===== src/rtl/fetch_ctrl.sv =====
// ============================================================================
// Module      : fetch_ctrl
// Description : Instruction-fetch sequencer. Drives the PC register update,
//               the imem request/ack handshake, a 2-deep fetch buffer toward
//               decode, and branch-redirect / trap-entry flushes.
// Revision    : 1.0 - initial release
// ============================================================================
`default_nettype none

module fetch_ctrl #(
    parameter logic [31:0] RESET_PC = 32'h0000_0000,
    parameter logic [31:0] TRAP_VEC = 32'h0000_0100
) (
    input  logic        clk,
    input  logic        rst,
    input  logic [31:0] pc_cur,
    output logic        pc_en,
    output logic [31:0] next_pc,
    output logic        imem_req,
    output logic [31:0] imem_addr,
    input  logic        imem_ack,
    input  logic [31:0] imem_rdata,
    input  logic        redirect_valid,
    input  logic [31:0] redirect_pc,
    input  logic        trap,
    input  logic        stall,
    output logic        if_valid,
    output logic [31:0] if_instr,
    output logic [31:0] if_pc
);

    localparam logic [1:0] c_ST_IDLE  = 2'd0;
    localparam logic [1:0] c_ST_REQ   = 2'd1;
    localparam logic [1:0] c_ST_HOLD  = 2'd2;
    localparam logic [1:0] c_ST_DRAIN = 2'd3;

    logic [1:0]  r_state;
    logic [1:0]  w_state_nxt;

    logic        r_if_valid;
    logic [31:0] r_if_instr;
    logic [31:0] r_if_pc;
    logic        r_skid_valid;
    logic [31:0] r_skid_instr;
    logic [31:0] r_skid_pc;
    logic [31:0] r_pend_pc;

    logic        w_flush;
    logic [31:0] w_target;
    logic        w_consume;
    logic        w_slot_free;
    logic        w_out_load_mem;
    logic        w_out_load_skid;
    logic        w_skid_wr;
    logic        w_pend_wr;

    // The PC register owns the reset address; RESET_PC documents that contract.
    logic        w_unused_reset_pc;
    assign w_unused_reset_pc = ^RESET_PC;

    assign w_flush     = trap || redirect_valid;
    assign w_target    = trap ? TRAP_VEC : redirect_pc;
    assign w_consume   = r_if_valid && !stall;
    assign w_slot_free = !r_if_valid || w_consume;

    assign pc_en     = !rst;
    assign imem_addr = pc_cur;
    assign if_valid  = r_if_valid;
    assign if_instr  = r_if_instr;
    assign if_pc     = r_if_pc;

    always_ff @(posedge clk or posedge rst) begin
        if (rst) begin
            r_state <= c_ST_IDLE;
        end else begin
            r_state <= w_state_nxt;
        end
    end

    always_comb begin
        w_state_nxt = r_state;
        case (r_state)
            c_ST_IDLE: w_state_nxt = c_ST_REQ;
            c_ST_REQ: begin
                if (imem_ack) begin
                    if (!w_flush && !w_slot_free) begin
                        w_state_nxt = c_ST_HOLD;
                    end
                end else if (w_flush) begin
                    w_state_nxt = c_ST_DRAIN;
                end
            end
            c_ST_HOLD: begin
                if (w_flush || w_consume) begin
                    w_state_nxt = c_ST_REQ;
                end
            end
            c_ST_DRAIN: begin
                if (imem_ack) begin
                    w_state_nxt = c_ST_REQ;
                end
            end
            default: w_state_nxt = c_ST_IDLE;
        endcase
    end

    always_comb begin
        imem_req        = 1'b0;
        next_pc         = pc_cur;
        w_out_load_mem  = 1'b0;
        w_out_load_skid = 1'b0;
        w_skid_wr       = 1'b0;
        w_pend_wr       = 1'b0;
        if (!rst) begin
            case (r_state)
                c_ST_IDLE: begin
                    if (w_flush) begin
                        next_pc = w_target;
                    end
                end
                c_ST_REQ: begin
                    imem_req = 1'b1;
                    if (imem_ack) begin
                        if (w_flush) begin
                            next_pc = w_target;
                        end else begin
                            next_pc        = pc_cur + 32'd4;
                            w_out_load_mem = w_slot_free;
                            w_skid_wr      = !w_slot_free;
                        end
                    end else begin
                        // Address must not move while the request is outstanding.
                        w_pend_wr = w_flush;
                    end
                end
                c_ST_HOLD: begin
                    if (w_flush) begin
                        next_pc = w_target;
                    end else begin
                        w_out_load_skid = w_consume;
                    end
                end
                c_ST_DRAIN: begin
                    imem_req  = 1'b1;
                    w_pend_wr = w_flush;
                    if (imem_ack) begin
                        next_pc = w_flush ? w_target : r_pend_pc;
                    end
                end
                default: begin
                    imem_req = 1'b0;
                end
            endcase
        end
    end

    always_ff @(posedge clk or posedge rst) begin
        if (rst) begin
            r_if_valid   <= 1'b0;
            r_if_instr   <= 32'd0;
            r_if_pc      <= 32'd0;
            r_skid_valid <= 1'b0;
            r_skid_instr <= 32'd0;
            r_skid_pc    <= 32'd0;
            r_pend_pc    <= 32'd0;
        end else begin
            if (w_flush) begin
                r_if_valid <= 1'b0;
            end else if (w_out_load_mem) begin
                r_if_valid <= 1'b1;
                r_if_instr <= imem_rdata;
                r_if_pc    <= pc_cur;
            end else if (w_out_load_skid) begin
                r_if_valid <= 1'b1;
                r_if_instr <= r_skid_instr;
                r_if_pc    <= r_skid_pc;
            end else if (w_consume) begin
                r_if_valid <= 1'b0;
            end

            if (w_flush) begin
                r_skid_valid <= 1'b0;
            end else if (w_skid_wr) begin
                r_skid_valid <= 1'b1;
                r_skid_instr <= imem_rdata;
                r_skid_pc    <= pc_cur;
            end else if (w_out_load_skid) begin
                r_skid_valid <= 1'b0;
            end

            if (w_pend_wr) begin
                r_pend_pc <= w_target;
            end
        end
    end

    // Skid occupancy is implied by HOLD; the flag is kept for visibility.
    logic w_unused_skid_valid;
    assign w_unused_skid_valid = r_skid_valid;

endmodule

`default_nettype wire


===== config.mk =====
export PLATFORM = sky130hd
export DESIGN_NAME = fetch_ctrl
export DESIGN_NICKNAME = d
export VERILOG_FILES = /design/src/rtl/fetch_ctrl.sv
export SDC_FILE = /design/constraint.sdc
export NUM_CORES = 1
export LEC_CHECK = 0
export CAP_MARGIN = 20
export CORE_UTILIZATION = 54
export CTS_CLUSTER_SIZE = 24
export DETAILED_ROUTE_END_ITERATION = 10
export PLACE_DENSITY = 0.93
export SYNTH_ARGS = -nofsm -noshare
export SYNTH_HDL_FRONTEND = slang
export SYNTH_SLANG_ARGS = --single-unit

===== constraint.sdc =====
create_clock -name clk -period 15.3 [get_ports clk]
set_input_delay 2.295 -clock clk [delete_from_list [all_inputs] [get_ports clk]]
set_output_delay 2.295 -clock clk [all_outputs]
set_load 0.01 [all_outputs]

=== Word level (Yosys, flattened, before mapping) ===
Index checks and enable logic that the tools add are counted.

* Logic and storage cells: 72
* Register bits: 163

* Reductions and logical operators: 18
* Multiplexer cells: 38
* Eq/ne operators: 7
* Add/sub/neg operators: 1
* Bitwise operators: 1

{| class="wikitable"
|+ Operators with widths
! kind !! number
|-
| $mux 32 || 11
|-
| $pmux 32 s3 || 1
|-
| $add 32x3->32 const B || 1
|-
| $mux 1 || 19
|-
| $mux 2 || 5
|-
| $pmux 2 s4 || 1
|-
| $ne 3x3->1 const B || 2
|-
| $logic_not 1->1 || 5
|-
| $eq 2x2->1 const B || 2
|-
| $ne 2x2->1 const B || 2
|-
| $reduce_and 2->1 || 2
|-
| $reduce_and 4->1 || 1
|-
| $reduce_bool 4->1 || 1
|-
| $reduce_or 2->1 || 2
|-
| $logic_or 1x1->1 || 3
|-
| $eq 2x1->1 const B || 1
|-
| $logic_and 1x1->1 || 2
|-
| $logic_not 2->1 || 1
|-
| $pmux 1 s2 || 1
|-
| $reduce_bool 2->1 || 1
|-
| $not 1->1 || 1
|}

=== Logic depth before layout (Yosys ltp) ===
* Depth after elaboration: 9
* Depth in mapped cells: 8
* Depth with buffers taken out: 6

=== Least setup slack after synthesis ===
No wires, ideal clock.

* Path kind: input -> output
* Start point: in rst
* End point: out next_pc[23]
* Path buffers: 1
* Cell stages on the path: 6
* Data arrival time: 9.120 ns
* Path slack: 3.885 ns
* Cell sequence: inv_1 clkbuf_1 nand2_1 a21oi_1 nand3_1 o21a_1

* Cells in the longest elaborated chain, start to end: 1

{| class="wikitable"
|+ Ends and longest elaborated chain
! element !! RTL line !! RTL
|-
| from (decl) || 15 || <nowiki>input logic rst,</nowiki>
|-
| $mux 32 || 114 || <nowiki>if (!rst) begin</nowiki>
|-
| to (decl) || 18 || <nowiki>output logic [31:0] next_pc,</nowiki>
|}

Every way passes these cells.

=== Final worst setup path ===
* Start point: in imem_ack
* End point: out next_pc[24]

* Cells in the longest elaborated chain, start to end: 3

{| class="wikitable"
|+ Ends and longest elaborated chain
! element !! RTL line !! RTL
|-
| from (decl) || 21 || <nowiki>input logic imem_ack,</nowiki>
|-
| $mux 32, on equally long branches || 146, 123 ||
|-
| $pmux 32 s3 * || 115 || <nowiki>case (r_state)</nowiki>
|-
| $mux 32 * || 114 ||
|}

Mark *: on every way between the ends. The rest lies on a longest branch, timed or not.

==> implementation parameters <==
Parameter                              Value

Power and ir drop
  Switching share of power    ~27%
  Cell internal power dissipation    0.952 mW
  Overall power of the completed layout    roughly 1.3 mW
  Net switching power of the design    about 0.36 mW
  Sequential share of power    39.9%
  Worst voltage drop across the vdd grid    between 70 and 80 µV
  Clock power share    a little over a third
  Leakage power figure    between 5 and 6 nW
  Share of total power in combinational logic    roughly a quarter
  Power per standard cell area    ~110 mW/mm²

Floorplanning
  Initial Util    a little under three fifths
  Area of the core    roughly 0.017 mm²
  Total die area    approximately 0.018 mm²
  Count of standard-cell rows    47
  Die height    roughly 130 µm
  Number of top-level pins    roughly 230
  Width of the die    133 µm

Place
  Worst setup timing slack at the placement stage    around 7.5 ns
  Placed Area    approximately 0.011 mm²
  Number of cells after detailed placement    about 1,300
  Placer's final routability congestion estimate    around 0.92
  Port Buffer Count    between 200 and 250
  Post-DP HPWL    18,800 µm

Global route
  Via count of the first global-routing pass    slightly above 8,000
  Maximum number of pins on one net before global-route repair    about 110
  Total overflow reported by the global router    0
  Initial antenna violation count    0
  Wire length of the first global-routing pass    between 40,000 and 50,000 µm
  Overall track demand over capacity in global routing    a little under a third

Clock tree
  Buffers from clock root to sink, at most    2
  Clock root buffer master    clkbuf_16
  Postcts setup bufs    0
  Source-to-sink clock delay at the later pin of the worst-skew pair    between 0.4 and 0.5 ns
  Resize count post-CTS    0
  Number of clock buffers inserted by TritonCTS    17
  CTS tree    built
  Max H-tree Level    4
  Sink count of the clock tree    163
  Hold buffer count at cts    0
  Clock-pin slew reported for the worst setup and hold paths after clock tree synthesis    0.06 ns

Detailed routing
  Count of unresolved DRC violations after routing    0
  Number of vias in the routed layout    approximately 8,200
  Antenna Nets Post-Route    0
  Detailed-route wire length per cell    20.8 µm
  Via density per instance    around 6.2
  Number of DRC markers in iteration 0    ~990
  Total wire length    between 20,000 and 30,000 µm
  Initial DRT Pass Iterations    6

Yosys
  Primary flip-flop cell chosen by synthesis mapping    dfrtp_1
  Count of synthesis-stage warnings from yosys    0
  Ranking of synthesized cells by instance count    dfrtp_1 (163), nor2_1 (93), a21oi_1 (91)
  Cell accounting for the most synthesized area    dfrtp_1
  Post-synthesis cell type count    67
  Count of flip-flops with a built-in enable after synthesis    0
  Most frequently used cell type in the post-synthesis netlist    dfrtp_1
  Count of state elements after synthesis    between 150 and 200
  Share of the synthesized area in the top cell type    approximately 44%
  Per-instance average area after synthesis    roughly 10 µm²
  Gate count of the mapped netlist    between 900 and 1,000
  Biggest area contributors in the synthesized netlist    dfrtp_1 (44%), mux2_4 (9.7%), mux2i_1 (8.0%), a21oi_1 (4.9%), nor2_1 (3.8%)
  Syn_nets    1,018
  Async set-or-reset flop fraction in the synthesized netlist    100%
  Share of synthesized area occupied by flip-flops and latches    between 40% and 50%
  Synthesized cell area    between 0.009 and 0.01 mm²

Critical path
  Required time of the critical path    13.01 ns
  Type of origin of the critical path    input pin
  CP Data Arrival Time    roughly 5.7 ns
  Critical path endpoint category    primary output
  Maximum fanout encountered on the critical timing path    14
  Critical path type    in -> out
  Worst-case reg-to-reg path depth    6

Outcome
  Status    finished clean

Timing
  Sum Neg Setup Slack    0 ns
  Setup-violating endpoint count in the final report    0
  Number of slew-limit violations in the final report    0
  Actual transition at the worst max-transition pin    ~1.2 ns
  Post-route fraction of the period consumed by the critical path    51.9%
  Worst-case hold slack    around 0.5 ns
  Shortest period the worst path allows    7.94 ns
  Final worst clock skew    between 0.009 and 0.01 ns
  Max Clk Rate    between 100 and 150 MHz
  Unrepaired setup endpoints after global routing    false
  Slew margin rel.    just over 20%
  Worst-case setup margin in the final layout    about 7.4 ns
  Number of failing hold endpoints at the final stage    0

Finish
  Area added between synthesis and finish    29.8%
  Antenna fix cells    0
  Final design instance area without fill    roughly 0.012 mm²
  Post-layout instance count excluding filler cells    1,315
  Fraction of layout cells with a size suffix above 1    between 10% and 20%
  Number of nets in the layout    around 1,200
  Core utilization of the finished layout    72.2%

Min path
  Classification of the worst-slack hold path    reg -> reg
  Depth of the worst hold-timing path    2

Run
  Maximum capacitance violations    0
[flip-flops by register name, indices dropped and copies added, names as in the netlist]
register,count
r_pend_pc,32
if_valid,1
if_pc,32
if_instr,32
r_skid_instr,32
r_skid_pc,32
r_state,2
[worst max-delay path: stages]
cell,delay [ns]
clkdlybuf4s50_1,0.78
nor2b_1,0.13
nor2_1,0.79
o21ai_0,0.53
buf_4,0.32
a32oi_1,0.16
o211ai_1,0.12
clkdlybuf4s50_1,0.52
[worst paths after layout]
check	from	end	slack (ns)
worst max-delay path	imem_ack	next_pc[24]	7.36
worst min-delay path	r_pend_pc[6]	r_pend_pc[6]	0.49
max in group asynchronous	rst	r_skid_pc[28]	11.52
min in group asynchronous	rst	if_instr[21]	2.46
worst min register to register	r_pend_pc[6]	r_pend_pc[6]	0.49
worst max register to register	r_state[1]	r_skid_instr[31]	12.02
[power groups by stage]
stage                     registers (mW)  clock network, mW  logic, mW
after global routing               0.529              0.491      0.342
after global placement             0.526                  0      0.309
final                              0.523              0.468      0.320
after floorplan                    0.545                  0      0.125
after CTS                          0.523              0.471      0.321
after detailed placement           0.529                  0      0.318
[cells in the final DEF, fill, tap and decap left out, drive strengths merged, types with 3 or more instances in the layout]
cell type and n:
nand4 17, dfrtp 163, mux2i 74, nor3 13, nand2 64, and3 4
nor2b 3, nand3b 5, a22oi 4, clkdlybuf4s50 232, o22ai 9, a32oi 3
clkbuf 22, nor2 94, o31ai 9, inv 16, o21ai 35, o211ai 12
mux2 66, a2bb2oi 4, a21oi 91, nand2b 12, a211oi 3, bufinv 4
nand3 24, a22o 24, a221oi 7, buf 16, and4 6, nor4 6
o21a 4, a31oi 8
[area by class of cell]
| type | instances | area [µm²] |
|---|---|---|
| clock buffers | 22 | 474 |
| repair buffers | 248 | 2440 |
| fillers | 1213 | 4630 |
| multi-input cells | 639 | 4520 |
| inverters | 13 | 53.8 |
| clock inverters | 10 | 170 |
| flip-flops and latches | 163 | 4080 |
| well taps | 220 | 275 |
[per-layer routing]
layer | global-route usage, % | wire, µm | share of wire [%] | vias up
met5 | 0 | 0 | 0 | -
met2 | 48.8 | 12600 | 46 | 538
met4 | 14.2 | 1070 | 3.9 | 0
li1 | - | - | - | 3641
met1 | 42.4 | 10900 | 40 | 3949
met3 | 7.16 | 2790 | 10 | 90
[cells by family (layout without fill, tap and decap cells)]
group,count (synthesis),in the layout,share of synthesized area [%]
AND/OR/NAND/NOR,259,259,13.4
AO/OA/AOI/OAI,236,236,16.3
flip-flops,163,163,44.1
multiplexers,140,140,18.5
buffers and inverters,113,293,7.27
XOR/XNOR,3,3,0.284
adder cells (fa/ha/maj),1,1,0.135
Note: power is estimated with default switching activity, not from simulation.
